$ cat src/rtl/tx_arbiter_pkg.sv
// Shared definitions for the UART transmit arbiter: state encoding and watchdog limit.
package tx_arbiter_pkg;

   typedef enum logic [1:0] {
      TXA_IDLE = 2'd0,
      TXA_SEND = 2'd1,
      TXA_WAIT = 2'd2,
      TXA_HOLD = 2'd3
   } txa_state_t;

   localparam logic [15:0] TXA_WD_LIMIT = 16'hFFFF;

endpackage

$ cat src/rtl/tx_arbiter_rr_pick.sv
// Combinational round-robin finder: first set request at or after rr, wrapping modulo NREQ.
module rr_pick #(
   parameter int NREQ  = 4,
   parameter int IDX_W = 2
) (
   input  logic [NREQ-1:0]  req,
   input  logic [IDX_W-1:0] rr,
   output logic [NREQ-1:0]  grant,
   output logic [IDX_W-1:0] idx
);

   always_comb begin
      int j;
      logic found;
      logic [IDX_W-1:0] cand;
      grant = '0;
      idx   = '0;
      found = 1'b0;
      j     = 0;
      cand  = '0;
      for (int i = 0; i < NREQ; i++) begin
         j = int'(rr) + i;
         if (j >= NREQ) begin
            j = j - NREQ;
         end
         cand = IDX_W'(j);
         if (!found && req[cand]) begin
            found = 1'b1;
            idx   = cand;
            grant = NREQ'(1) << cand;
         end
      end
   end

endmodule

$ cat src/rtl/tx_arbiter.sv
// Round-robin arbiter sharing one UART transmitter among NREQ byte sources, with grant lock.
// Optional watchdog on a lost tx_done is enabled by defining TXARB_WATCHDOG_EN.
module tx_arbiter
   import tx_arbiter_pkg::*;
#(
   parameter int NREQ  = 4,
   parameter int IDX_W = 2
) (
   input  logic              clk,
   input  logic              rst,
   input  logic [NREQ-1:0]   i_req_v,
   input  logic [NREQ*8-1:0] i_req_byte,
   input  logic [NREQ-1:0]   i_req_lock,
   output logic [NREQ-1:0]   o_req_ack,
   output logic [NREQ-1:0]   o_grant,
   output logic [7:0]        o_byte,
   output logic              o_byte_v,
   input  logic              i_tx_active,
   input  logic              i_tx_done,
`ifdef TXARB_WATCHDOG_EN
   output logic              o_timeout,
`endif
   output logic              o_busy
);

   txa_state_t       state;
   logic [IDX_W-1:0] owner;
   logic [IDX_W-1:0] rr;
   logic [IDX_W-1:0] next_rr;
   logic [NREQ-1:0]  pick_grant;
   logic [IDX_W-1:0] pick_idx;
`ifdef TXARB_WATCHDOG_EN
   logic [15:0]      wd_cnt;
`endif

   rr_pick #(.NREQ(NREQ), .IDX_W(IDX_W)) u_pick (
      .req   (i_req_v),
      .rr    (rr),
      .grant (pick_grant),
      .idx   (pick_idx)
   );

   assign next_rr = (owner == IDX_W'(NREQ - 1)) ? '0 : owner + 1'b1;
   assign o_busy  = (state != TXA_IDLE);

   // A tx_done seen while o_byte_v is still high belongs to the previous byte and is ignored.
   always_ff @(posedge clk or negedge rst) begin
      if (!rst) begin
         state     <= TXA_IDLE;
         o_grant   <= '0;
         o_byte    <= '0;
         o_byte_v  <= 1'b0;
         o_req_ack <= '0;
         owner     <= '0;
         rr        <= '0;
`ifdef TXARB_WATCHDOG_EN
         wd_cnt    <= '0;
         o_timeout <= 1'b0;
`endif
      end else begin
         o_byte_v  <= 1'b0;
         o_req_ack <= '0;
`ifdef TXARB_WATCHDOG_EN
         o_timeout <= 1'b0;
`endif
         case (state)
            TXA_IDLE: begin
               if (|i_req_v && !i_tx_active) begin
                  o_grant <= pick_grant;
                  owner   <= pick_idx;
                  state   <= TXA_SEND;
               end
            end
            TXA_SEND: begin
               o_byte    <= i_req_byte[{owner, 3'b000} +: 8];
               o_byte_v  <= 1'b1;
               o_req_ack <= o_grant;
               state     <= TXA_WAIT;
`ifdef TXARB_WATCHDOG_EN
               wd_cnt    <= '0;
`endif
            end
            TXA_WAIT: begin
               if (i_tx_done && !o_byte_v) begin
                  if (i_req_lock[owner] && i_req_v[owner]) begin
                     state <= TXA_SEND;
                  end else if (i_req_lock[owner]) begin
                     state <= TXA_HOLD;
                  end else begin
                     o_grant <= '0;
                     rr      <= next_rr;
                     state   <= TXA_IDLE;
                  end
               end
`ifdef TXARB_WATCHDOG_EN
               else if (wd_cnt == TXA_WD_LIMIT - 16'd1) begin
                  o_grant   <= '0;
                  rr        <= next_rr;
                  o_timeout <= 1'b1;
                  state     <= TXA_IDLE;
               end else begin
                  wd_cnt <= wd_cnt + 16'd1;
               end
`endif
            end
            TXA_HOLD: begin
               if (i_req_v[owner]) begin
                  state <= TXA_SEND;
               end else if (!i_req_lock[owner]) begin
                  o_grant <= '0;
                  rr      <= next_rr;
                  state   <= TXA_IDLE;
               end
            end
            default: begin
               state <= TXA_IDLE;
            end
         endcase
      end
   end

endmodule

$ cat config.mk
export PLATFORM = sky130hd
export DESIGN_NAME = tx_arbiter
export DESIGN_NICKNAME = d
export VERILOG_FILES = /design/src/rtl/tx_arbiter_pkg.sv /design/src/rtl/tx_arbiter_rr_pick.sv /design/src/rtl/tx_arbiter.sv
export SDC_FILE = /design/constraint.sdc
export NUM_CORES = 1
export LEC_CHECK = 0
export ABC_CLOCK_PERIOD_IN_PS = 3170
export BUFFER_PORTS_ARGS = -buffer_cell sky130_fd_sc_hd__buf_4
export CELL_PAD_IN_SITES_DETAIL_PLACEMENT = 1
export CELL_PAD_IN_SITES_GLOBAL_PLACEMENT = 1
export CORE_AREA = 2 2 71 73
export CTS_CLUSTER_SIZE = 28
export DETAILED_ROUTE_END_ITERATION = 8
export DIE_AREA = 0 0 73 75
export PLACE_DENSITY_LB_ADDON = 0.1
export SLEW_MARGIN = 0
export SYNTH_ARGS = -nofsm -noshare
export SYNTH_HDL_FRONTEND = slang
export SYNTH_SLANG_ARGS = --single-unit
export TNS_END_PERCENT = 20
$ cat constraint.sdc
create_clock -name clk -period 3.17 [get_ports clk]
set_clock_uncertainty 0.1 [all_clocks]
set_input_delay 0.317 -clock clk [delete_from_list [all_inputs] [get_ports clk]]
set_output_delay 0.317 -clock clk [all_outputs]
set_load 0.005 [all_outputs]
* Word level (Yosys, flattened, before mapping)
Cells that the tools add are included.
** Word-level totals
- Register bits after elaboration :: 23
- Input bits :: 44
- Output and inout port bits :: 18
- Word-level logic and storage cells :: 106
** Cells by class
- Add/subtract/negate cells :: 8
- Order comparisons :: 9
- Eq/ne operators :: 9
- Shift-type cells :: 5
- Multiplexer cells :: 48
- Reduce and logical (&&, ||, !) cells :: 20
** Operators with widths (number)
- 4-bit two-way mux :: 10
- 2-bit two-way mux :: 19
- 32-bit by 6-bit variable part select with 8-bit output :: 1
- 1-bit by 2-bit << shifter with 4-bit output (first input constant) :: 4
- 2-bit by 3-bit < comparator with 1-bit output (second input constant) :: 5
- 1-bit binary-select mux with 2-bit select :: 6
- 4-bit case mux with 3 select lines :: 1
- 1-bit two-way mux :: 10
- 3-bit >= comparator (second input constant) :: 3
- 2-bit != test (second input constant) :: 4
- 2-bit case mux with 4 select lines :: 1
- 2-bit by 1-bit subtractor with 2-bit output (second input constant) :: 4
- 2-bit by 2-bit adder with 3-bit output (second input constant) :: 2
- 2-bit == test (second input constant) :: 3
- 1-bit logical AND :: 6
- 1-bit logical NOT :: 5
- 5-bit AND reduction :: 1
- 2-bit case mux with 2 select lines :: 1
- 4-bit AND reduction :: 1
- 2-bit nonzero test :: 2
- 4-bit OR reduction :: 1
- 2-bit by 1-bit adder with 3-bit output (second input constant) :: 1
- 2-bit by 3-bit >= comparator with 1-bit output (second input constant) :: 1
- 3-bit != test (second input constant) :: 1
- other kinds (6) :: 6

* Longest topological paths before layout
Gate-level depths: netlist (run 1).
- Depth after elaboration :: 16
- Mapped depth :: 8
- Depth with buffers taken out :: 7

* Hierarchy
A second synthesis (run 1) with hierarchy kept.
** Second synthesis, totals
- Cell total of the unflattened synthesis :: 157
- Area total of the unflattened synthesis :: 1739.2 um^2
** By module, submodules not included
- tx_arbiter :: times used 1, cells each 88, area an instance 1216.2 um^2, seq. area each 575.6 um^2
- rr_pick :: times used 1, cells each 69, area an instance 523.0 um^2, seq. area each 0.0 um^2

* Worst setup path after synthesis (run 1)
OpenSTA, ideal clock, no wires.
- Path type :: register to register
- Start :: reg rr[0]
- End :: reg owner[0]
- Library setup time :: 0.066 ns
- Arrival time :: 2.280 ns
- Data required time :: 3.004 ns
- Path slack :: 0.724 ns
- Stages on the path, launching flop included :: 9
- Buffers on the path :: 1
- Clock period less this slack :: 2.446 ns
- Path through :: dfrtp_1 -> buf_2 -> inv_1 -> ha_1 -> mux4_2 -> a21oi_2 -> nor2_1 -> a311oi_1 -> o32a_1
** Between the ends
- Cells in the longest elaborated chain, start to end :: 14
- Elaborated cells on any way between the ends :: 36
- Those cells by class :: add/sub: 7; order compare: 4; mux: 19; reduce/logical: 6
** Ends and longest elaborated chain
- start, declared :: line tx_arbiter.sv:28 : logic [IDX_W-1:0] rr;
- start signal, assigned :: line tx_arbiter.sv:91 : rr <= next_rr;
- start signal, assigned :: line tx_arbiter.sv:111 : rr <= next_rr;
- branches (longest 13 deep; another with 2-bit by 1-bit adder with 3-bit output)
- 2-bit two-way mux * :: line tx_arbiter_rr_pick.sv:27 : if (!found && req[cand]) begin
- end signal, assigned :: line tx_arbiter.sv:70 : owner <= pick_idx;
- end, declared :: line tx_arbiter.sv:27 : logic [IDX_W-1:0] owner;
Every way passes the cells marked *. The select of a mux whose other input is x is not followed.
A chain may end at the register's enable or synchronous reset.

* Worst setup path in the final report (run 1)
- Start :: reg rr[1]
- End :: reg o_grant[0]
** Between the ends
- Cells in the longest elaborated chain, start to end :: 16
- Elaborated cells on any way between the ends :: 42
- Those cells by class :: add/sub: 7; order compare: 4; shift: 4; mux: 21; reduce/logical: 6
** Ends and longest elaborated chain
- branches (longest 13 deep; another with 2-bit by 1-bit adder with 3-bit output)
- 4-bit two-way mux * :: line tx_arbiter_rr_pick.sv:27
- 4-bit two-way mux * :: line tx_arbiter.sv:68 : if (|i_req_v && !i_tx_active) begin
- 4-bit case mux with 3 select lines * :: line tx_arbiter.sv:66 : case (state)
- end signal, assigned :: line tx_arbiter.sv:69 : o_grant <= pick_grant;
- end, declared :: line tx_arbiter.sv:15 : output logic [NREQ-1:0] o_grant,
Marked as above.

==> results of run 1 <==
## power groups by stage
stage	registers, mW	logic, mW	clock network, mW
after detailed placement	0.547	1.07	0
after global routing	0.564	1.17	0.200
after CTS	0.540	1.08	0.189
after floorplan	0.516	0.705	0
after global placement	0.536	1.04	0
final	0.538	1.06	0.185
## sequential cells by signal (all words and copies together), names as in the netlist
signal	cells
o_byte	8
o_byte_v	1
o_grant	4
o_req_ack	4
owner	2
rr	2
state	2
## routing by layer
layer / wire length, microns / vias to the layer above / part of all wire (%) / global-route usage (%)
li1: - / 693 / - / -
met1: 1960 / 757 / 42 / 21.2
met2: 2400 / 44 / 51 / 33.3
met3: 226 / 4 / 4.9 / 2.28
met4: 70 / 0 / 1.5 / 7.00
met5: 0 / - / 0 / 0
## stage by stage
step / cell area, sq um / power (mW) / util (%)
finish: 2220 / 1.79 / 47.7
CTS: 2220 / 1.81 / 47.7
global placement: 2170 / 1.57 / 46.5
floorplan: 1670 / 1.22 / -
detailed placement: 2170 / 1.62 / 46.5
global route: 2220 / 1.94 / 47.7
## synthesized netlist by cell type, drive strengths merged (2+ instances only)
cell type  number
clkbuf          3
a21o            2
dfrtp          23
mux4           12
nand2           8
nor3b           2
ha              8
inv             4
and2            4
nand2b          2
buf             9
o21ai          10
a31oi           4
a21boi          4
mux2           11
nor2b           2
nor2            7
a22oi           6
and3b           2
o221ai          5
a21oi           5
## cell type report
class	count	share of cell area, %
flip-flops and latches	23	25.9
repair buffers	67	22.7
inverters	4	0.675
well taps	54	3.04
clock buffers	3	1.86
multi-input cells	109	45.6
clock inverters	1	0.225
## worst reg2reg max path, cell delays in order, from the launching register on
cell	delay, ns
dfrtp_1	0.36
inv_1	0.12
ha_1	0.38
mux4_2	0.59
and2b_1	0.24
a22oi_1	0.19
o221ai_1	0.13
## logic make-up (layout without fill, tap and decap cells)
| kind of cell | count (synthesis) | in the layout | share of synthesized area [%] |
|---|---|---|---|
| AO/OA/AOI/OAI | 43 | 43 | 18.7 |
| AND/OR/NAND/NOR | 34 | 34 | 11.8 |
| multiplexers | 24 | 24 | 24.1 |
| flip-flops | 23 | 23 | 34.4 |
| buffers and inverters | 16 | 75 | 5.01 |
| adder cells (fa/ha/maj) | 8 | 8 | 5.98 |
## path summary, 6_finish.rpt
kind / from / end / slack [ns] / cells after the start
max: rr[1] / o_grant[0] / 0.94 / 6
min: rst / o_byte[4] / 0.39 / 2
max reg2reg: rr[1] / o_grant[0] / 0.94 / 6
min reg2reg: o_byte[0] / o_byte[0] / 0.42 / 1
max in group asynchronous: rst / o_byte[6] / 2.34 / 2
min in group clk: i_tx_done / state[0] / 0.39 / 4
==> reports/qor.csv, run 1 <==
metric,value,unit
status,"complete, no violations",
Avg WL per Cell,17.8,microns
Syn Area/Cell,11.3,sq um
Total Wirelength,4.66,mm
gr usage total,18.0,%
fraction of registers with async set/reset,100,%
Flop pwr share,30.2,%
Placed Cells,256,
Num CTS Buffers,3,
pre-CTS WS,0.933,ns
clock sinks,23,
Worst-Margin Slew,0.604,ns
Final min period,2.23,ns
critical path data required time,3.21,ns
Die Y,75,microns
"Net Count, Synth",200,
crit path cell chain,inv_1 -> ha_1 -> mux4_2 -> and2b_1 -> a22oi_1 -> o221ai_1,
Final WS setup,0.940,ns
Hold Buf Count CTS,1,
I/O pin cnt,62,
# diodes,0,
Synth area leaders,"dfrtp_1, mux4_2, mux2_2",
HPWL Detailed,3.74,mm
"Hold Vio Cnt, Final",0,
Startpoint Class,register,
Gate power share,59.5,%
endpoints failing setup,0,
slowest CP cell,mux4_2,
class of the worst hold path,in -> async,
vias,1498,
routability cong.,0.880,
clock root buffer,clkbuf_8,
Power Density,802,mW/mm^2
post-route clock period utilization,70.3,%
"slowest stage delay, CP",0.59,ns
Synth Register Bits,23,
number of antenna violations at the first check in global routing,0,
GRT Residual Overflow,0,
fin nets,260,
Synth cell types,39,
"Max FO, Critical Path",7,
Die Wd,73,microns
Clk pwr share,10.4,%
DR pass1 iterations,4,
Hold Slack,0.387,ns
most frequent cells in the layout,"buf_4, dfrtp_1, mux4_2",
YS warnings,0,
Initial Util,35.9,%
CTS tree,built,
pin count of the biggest net entering global routing,24,
Post-Layout Cell Count,261,
fmax,0.448,GHz
vias per inst,5.74,
Final Max Slew Viols,0,
Worst Setup End Kind,register,
Yosys top cell area share,34.4,%
Initial DRC Count,39,
die area,0.00548,sq mm
vias in the first global route,1519,
Mapped Cells,148,
Post-Syn Area,0.00167,sq mm
"most common cell after layout, fill and taps aside",buf_4,
Synth area leader,dfrtp_1,
fill cell count,535,
Core ar.,0.00466,sq mm
Multi-input gate area,0.00101,sq mm
Max Root-Sink Buffers,2,
Buf/Inv on CP,1,
H-tree level count,1,
IO Port Bufs,61,
Post-route DRC,0,
Static Leak,1.00,nW
Reg area,576,sq um
sw frac,39.3,%
Synth Flop Type,dfrtp_1,
relative slew slack,59.8,%
TNS Setup,0,ns
Critical Path AT,2.27,ns
Psw,0.702,mW
post-route ant nets,0,
total of max-cap violations,0,
Worst-path clk slew,0.09,ns
"Seq/Total Area, Yosys",34.4,%
Internal,1.08,mW
worst skew pair latency,0.26,ns
Crit Path Class,reg -> reg,
area growth from synthesis to layout,32.9,%
post-CTS sizing,0,
Site Rows,25,
Worst VDD drop,0.000307,V
first-pass GRT wire length,7.55,mm
setup bufs post-CTS,0,
RSZ-0062 raised after global routing,no,
number of synthesized flops with an enable pin,0,
critical path's top delay family,multiplexers,
layout cells sized above 1,47.8,%
Note: power is estimated with default switching activity, not from simulation.
==> run 2: changes to the inputs <==
--- a/config.mk
+++ b/config.mk
@@ -5,14 +5,14 @@
 export SDC_FILE = /design/constraint.sdc
 export NUM_CORES = 1
 export LEC_CHECK = 0
-export ABC_CLOCK_PERIOD_IN_PS = 3170
+export ABC_CLOCK_PERIOD_IN_PS = 1800
 export BUFFER_PORTS_ARGS = -buffer_cell sky130_fd_sc_hd__buf_4
 export CELL_PAD_IN_SITES_DETAIL_PLACEMENT = 1
 export CELL_PAD_IN_SITES_GLOBAL_PLACEMENT = 1
-export CORE_AREA = 2 2 71 73
+export CORE_AREA = 2 2 74 76
 export CTS_CLUSTER_SIZE = 28
 export DETAILED_ROUTE_END_ITERATION = 8
-export DIE_AREA = 0 0 73 75
+export DIE_AREA = 0 0 76 78
 export PLACE_DENSITY_LB_ADDON = 0.1
 export SLEW_MARGIN = 0
 export SYNTH_ARGS = -nofsm -noshare
==> constraint.sdc (replaced) <==
create_clock -name clk -period 1.8 [get_ports clk]
set_clock_uncertainty 0.1 [all_clocks]
set_input_delay 0.18 -clock clk [delete_from_list [all_inputs] [get_ports clk]]
set_output_delay 0.18 -clock clk [all_outputs]
set_load 0.005 [all_outputs]
==> reports/qor.csv, run 2 (same netlist as run 1, synthesis figures left out) <==
metric,value,unit
post-route ant nets,0,
failing checks,negative setup slack,
Die Wd,76,microns
met1 Usage GRT,19.0,%
Critical Path AT,2.10,ns
hold path depth,4,
clock sinks,23,
reg-to-reg setup timing slack,-0.25,ns
area growth from synthesis to layout,48.8,%
Hold Slack,0.244,ns
H-tree level count,1,
Worst-path clk slew,0.08,ns
total of max-cap violations,0,
WHS Endpoint,state[0],
Static Leak,1.11,nW
Worst R2R End,owner[0],
relative slew slack,79.3,%
Site Rows,26,
GRT Residual Overflow,0,
Avg WL per Cell,16.7,microns
CTS tree,built,
Final min period,2.05,ns
number of antenna violations at the first check in global routing,0,
endpoints failing setup,6,
FF-to-FF path depth,5,
Worst Setup End Kind,register,
gr usage total,17.6,%
Crit Path Class,reg -> reg,
IO Port Bufs,61,
layout cells sized above 1,60.4,%
most frequent cells in the layout,"buf_4, dfrtp_1, mux4_2",
worst skew pair latency,0.27,ns
post-route clock period utilization,114,%
largest registers,"o_byte: 8 flops, o_grant: 4 flops, o_req_ack: 4 flops",
pin count of the biggest net entering global routing,24,
Startpoint Class,register,
fin nets,280,
"Hold Vio Cnt, Final",0,
Total Wirelength,4.96,mm
Post-Route Utilization,49.4,%
Num CTS Buffers,3,
Max Root-Sink Buffers,2,
Worst R2R Start,rr[0],
Reg area,578,sq um
"most common cell after layout, fill and taps aside",buf_4,
Initial Util,33.2,%
critical path data required time,1.86,ns
Worst VDD drop,0.000502,V
Hold Startpoint,i_tx_done,
Top Usage Layer GRT,met2,
vias in the first global route,1666,
vias per inst,5.20,
"Max FO, Critical Path",5,
first-pass GRT wire length,8.27,mm
max FFs per register,8,
M3 GR Usage,2.56,%
Die Y,78,microns
I/O pin cnt,62,
Biggest register,o_byte,
Initial DRC Count,29,
fill cell count,573,
status,finished with violations,
die area,0.00593,sq mm
vias,1545,
class of the worst hold path,in -> reg,
RSZ-0062 raised after global routing,yes,
Final Max Slew Viols,0,
routability cong.,0.847,
# diodes,0,
Multi-input gate area,0.00109,sq mm
Core ar.,0.00504,sq mm
GR Util met2,34.6,%
fmax,0.489,GHz
Power Density,1450,mW/mm^2
DR pass1 iterations,4,
Post-route DRC,0,
Worst-Margin Slew,0.311,ns
Final WS setup,-0.246,ns
clock root buffer,clkbuf_8,
run 2: worst max path at each step:
stage                             to  depth (start not counted)   from
after floorplan             owner[0]                          6  rr[0]
after global placement      owner[0]                          7  rr[0]
after detailed placement  o_grant[2]                          6  rr[0]
after CTS                   owner[0]                          5  rr[0]
after global routing      o_grant[3]                          6  rr[1]
final                       owner[0]                          5  rr[0]
run 2: final cells by class:
cell class	count	share of cell area [%]
Inverter	4	0.703
Clock buffer	3	1.66
Timing Repair Buffer	87	27.1
Multi-Input combinational cell	109	43.6
Tap cell	70	3.52
Clock inverter	1	0.201
Sequential cell	23	23.2
run 2: worst max-delay path, cell delays in order, from the launching register on:
cell     delay, ns
dfrtp_2       0.40
inv_4         0.04
ha_4          0.26
mux4_2        0.55
and2b_2       0.28
o32a_1        0.29
run 2: routing by layer:
metal / up-vias / wire [microns] / part of all wire [%]
li1: 727 / - / -
met1: 763 / 1940 / 39
met2: 48 / 2740 / 55
met3: 7 / 196 / 4.0
met4: 0 / 85 / 1.7
met5: - / 0 / 0
run 2: stage by stage:
step / setup WS (ns) / cell area, sq um / instances / setup TNS (ns) / total power, mW
6_report: -0.246 / 2490 / 297 / -1.31 / 3.61
5_1_grt: -0.321 / 2490 / 297 / -1.82 / 3.90
4_1_cts: -0.238 / 2440 / 297 / -1.54 / 3.53
3_5_place_dp: -0.225 / 2360 / 291 / -1.38 / 3.12
3_3_place_gp: -0.172 / 2360 / 291 / -1.07 / 3.04
2_1_floorplan: -0.374 / 1700 / 148 / -2.11 / 2.21
run 2: timing repair:
| action | 4_1_cts | 5_1_grt |
|---|---|---|
| endpoints found under the setup margin | 9 | 10 |
| pin swaps | 0 | 2 |
| hold buffers | 1 | 0 |
| endpoints found under the hold margin | 23 | 0 |
| resized for setup | 5 | 16 |
| setup buffers | 1 | 0 |
run 2: report_power, final:
part | internal (mW) | leakage (nW) | switching [mW]
logic | 1.32 | 0.800 | 1.08
clock network | 0.155 | 0.0255 | 0.171
registers | 0.739 | 0.286 | 0.142
total | 2.22 | 1.11 | 1.39
==> run 3: changes to the inputs <==
--- a/config.mk
+++ b/config.mk
@@ -5,14 +5,14 @@
 export SDC_FILE = /design/constraint.sdc
 export NUM_CORES = 1
 export LEC_CHECK = 0
-export ABC_CLOCK_PERIOD_IN_PS = 1800
+export ABC_CLOCK_PERIOD_IN_PS = 2100
 export BUFFER_PORTS_ARGS = -buffer_cell sky130_fd_sc_hd__buf_4
 export CELL_PAD_IN_SITES_DETAIL_PLACEMENT = 1
 export CELL_PAD_IN_SITES_GLOBAL_PLACEMENT = 1
-export CORE_AREA = 2 2 74 76
+export CORE_AREA = 2 2 71 73
 export CTS_CLUSTER_SIZE = 28
 export DETAILED_ROUTE_END_ITERATION = 8
-export DIE_AREA = 0 0 76 78
+export DIE_AREA = 0 0 73 75
 export PLACE_DENSITY_LB_ADDON = 0.1
 export SLEW_MARGIN = 0
 export SYNTH_ARGS = -nofsm -noshare
==> constraint.sdc (replaced) <==
create_clock -name clk -period 2.1 [get_ports clk]
set_clock_uncertainty 0.1 [all_clocks]
set_input_delay 0.21 -clock clk [delete_from_list [all_inputs] [get_ports clk]]
set_output_delay 0.21 -clock clk [all_outputs]
set_load 0.005 [all_outputs]
==> reports/qor.csv, run 3 (same netlist as run 1, synthesis figures left out) <==
metric,value,unit
status,"complete, no violations",
clock root buffer,clkbuf_8,
critical path data required time,2.14,ns
most frequent cells in the layout,"buf_4, dfrtp_1, mux4_2",
Biggest register,o_byte,
Worst-path clk slew,0.08,ns
Total Wirelength,4.77,mm
HPWL Detailed,3.85,mm
Gate power share,64.6,%
# diodes,0,
Multi-input gate area,0.00105,sq mm
area growth from synthesis to layout,39.1,%
routability cong.,0.818,
I/O pin cnt,62,
Worst VDD drop,0.000469,V
"slowest stage delay, CP",0.56,ns
DR pass1 iterations,4,
Core ar.,0.00466,sq mm
pin count of the biggest net entering global routing,24,
CTS tree,built,
Final Max Slew Viols,0,
Flop pwr share,26.1,%
sw frac,38.9,%
Max Root-Sink Buffers,2,
Psw,1.13,mW
"Hold Vio Cnt, Final",0,
Final min period,2.07,ns
Avg WL per Cell,17.7,microns
Internal,1.78,mW
slowest CP cell,mux4_2,
Post-Layout Cell Count,269,
Finished Cell Area,0.00233,sq mm
class of the worst hold path,in -> async,
vias per inst,5.58,
relative slew slack,66.2,%
Die Wd,73,microns
Power Density,1250,mW/mm^2
vias,1502,
GRT Residual Overflow,0,
Clk pwr share,9.3,%
Placed Cells,263,
layout cells sized above 1,54.4,%
H-tree level count,1,
Initial DRC Count,20,
Initial Util,35.9,%
fmax,0.483,GHz
clock sinks,23,
fin nets,268,
Post-route DRC,0,
Site Rows,25,
Num CTS Buffers,3,
DP Area,0.00224,sq mm
largest registers,"o_byte: 8 flops, o_grant: 4 flops, o_req_ack: 4 flops",
FF-to-FF path depth,6,
post-route ant nets,0,
Crit Path Class,reg -> reg,
"Max FO, Critical Path",5,
"most common cell after layout, fill and taps aside",buf_4,
total of max-cap violations,0,
crit path cell chain,inv_2 -> ha_4 -> mux4_2 -> and2b_2 -> a22oi_2 -> o221ai_2,
fill cell count,513,
Worst-Margin Slew,0.503,ns
Static Leak,1.04,nW
max FFs per register,8,
endpoints failing setup,0,
RSZ-0062 raised after global routing,yes,
worst skew pair latency,0.26,ns
Critical Path AT,2.11,ns
Die Y,75,microns
post-route clock period utilization,98.7,%
Reg area,577,sq um
Worst R2R End,o_grant[0],
first-pass GRT wire length,7.47,mm
Worst Setup End Kind,register,
vias in the first global route,1586,
gr usage total,18.0,%
reg-to-reg setup timing slack,0.03,ns
Hold Slack,0.273,ns
die area,0.00548,sq mm
IO Port Bufs,61,
number of antenna violations at the first check in global routing,0,
Worst R2R Start,rr[1],
Startpoint Class,register,
## run 3: cell count changes in the layout (fill, tap and decap cells not counted), sizes merged
cell  change
buf      -12
## run 3: layout make-up
cell class                 instances  share of cell area, %
multi-input combinational        109                   45.3
sequential                        23                   24.8
timing repair buffer              75                   24.3
tap                               54                   2.90
clock buffer                       3                   1.77
inverter                           4                  0.752
clock inverter                     1                  0.215
## run 3: what timing repair did
item,4_1_cts,5_1_grt
resized for setup,0,7
hold buffers,1,0
pin swaps,0,3
setup buffers,0,1
hold endpoints to repair,23,0
endpoints found under the setup margin,1,6
## run 3: worst max-delay path by stage
stage	startpoint	to	slack, ns	depth (start not counted)
final	rr[1]	o_grant[0]	0.03	6
after global routing	rr[1]	o_grant[0]	-0.04	6
after CTS	rr[1]	o_grant[1]	-0.006	6
after detailed placement	rr[1]	o_grant[1]	0.01	6
after global placement	rr[0]	owner[1]	0.05	6
after floorplan	rr[0]	owner[0]	-0.07	6
## run 3: worst max-delay path, delay by kind of cell (launching register included)
kind,cells,cell delay (ns)
AOI/OAI and AO/OA,2,0.30
muxes,1,0.56
and+or+nand+nor,1,0.28
DFF,1,0.38
buffers and inverters,1,0.06
adders and majority gates,1,0.27
## run 3: power by group through the flow
stage	combinational (mW)	clock, mW	sequential [mW]
after floorplan	1.11	0	0.784
after global placement	1.75	0	0.760
after detailed placement	1.81	0	0.776
after CTS	1.82	0.284	0.767
after global routing	2.05	0.311	0.788
final	1.88	0.272	0.760
## run 3: layer usage
| metal | vias to the layer above | GRT usage (%) | routed length (microns) | share of wire, % |
|---|---|---|---|---|
| li1 | 701 | - | - | - |
| met1 | 733 | 19.7 | 1790 | 38 |
| met2 | 57 | 35.1 | 2590 | 54 |
| met3 | 11 | 1.61 | 265 | 5.6 |
| met4 | 0 | 7.82 | 119 | 2.5 |
| met5 | - | 0 | 0 | 0 |
## run 3: stage by stage
| step | power (mW) | utilization [%] | TNS, ns | setup WS [ns] |
|---|---|---|---|---|
| after global placement | 2.52 | 48.0 | 0 | 0.0504 |
| after detailed placement | 2.58 | 48.0 | 0 | 0.0141 |
| final | 2.91 | 50.0 | 0 | 0.0275 |
| after floorplan | 1.89 | - | -0.317 | -0.0744 |
| after CTS | 2.87 | 49.2 | -0.00584 | -0.00584 |
| after global routing | 3.15 | 50.0 | -0.104 | -0.0397 |
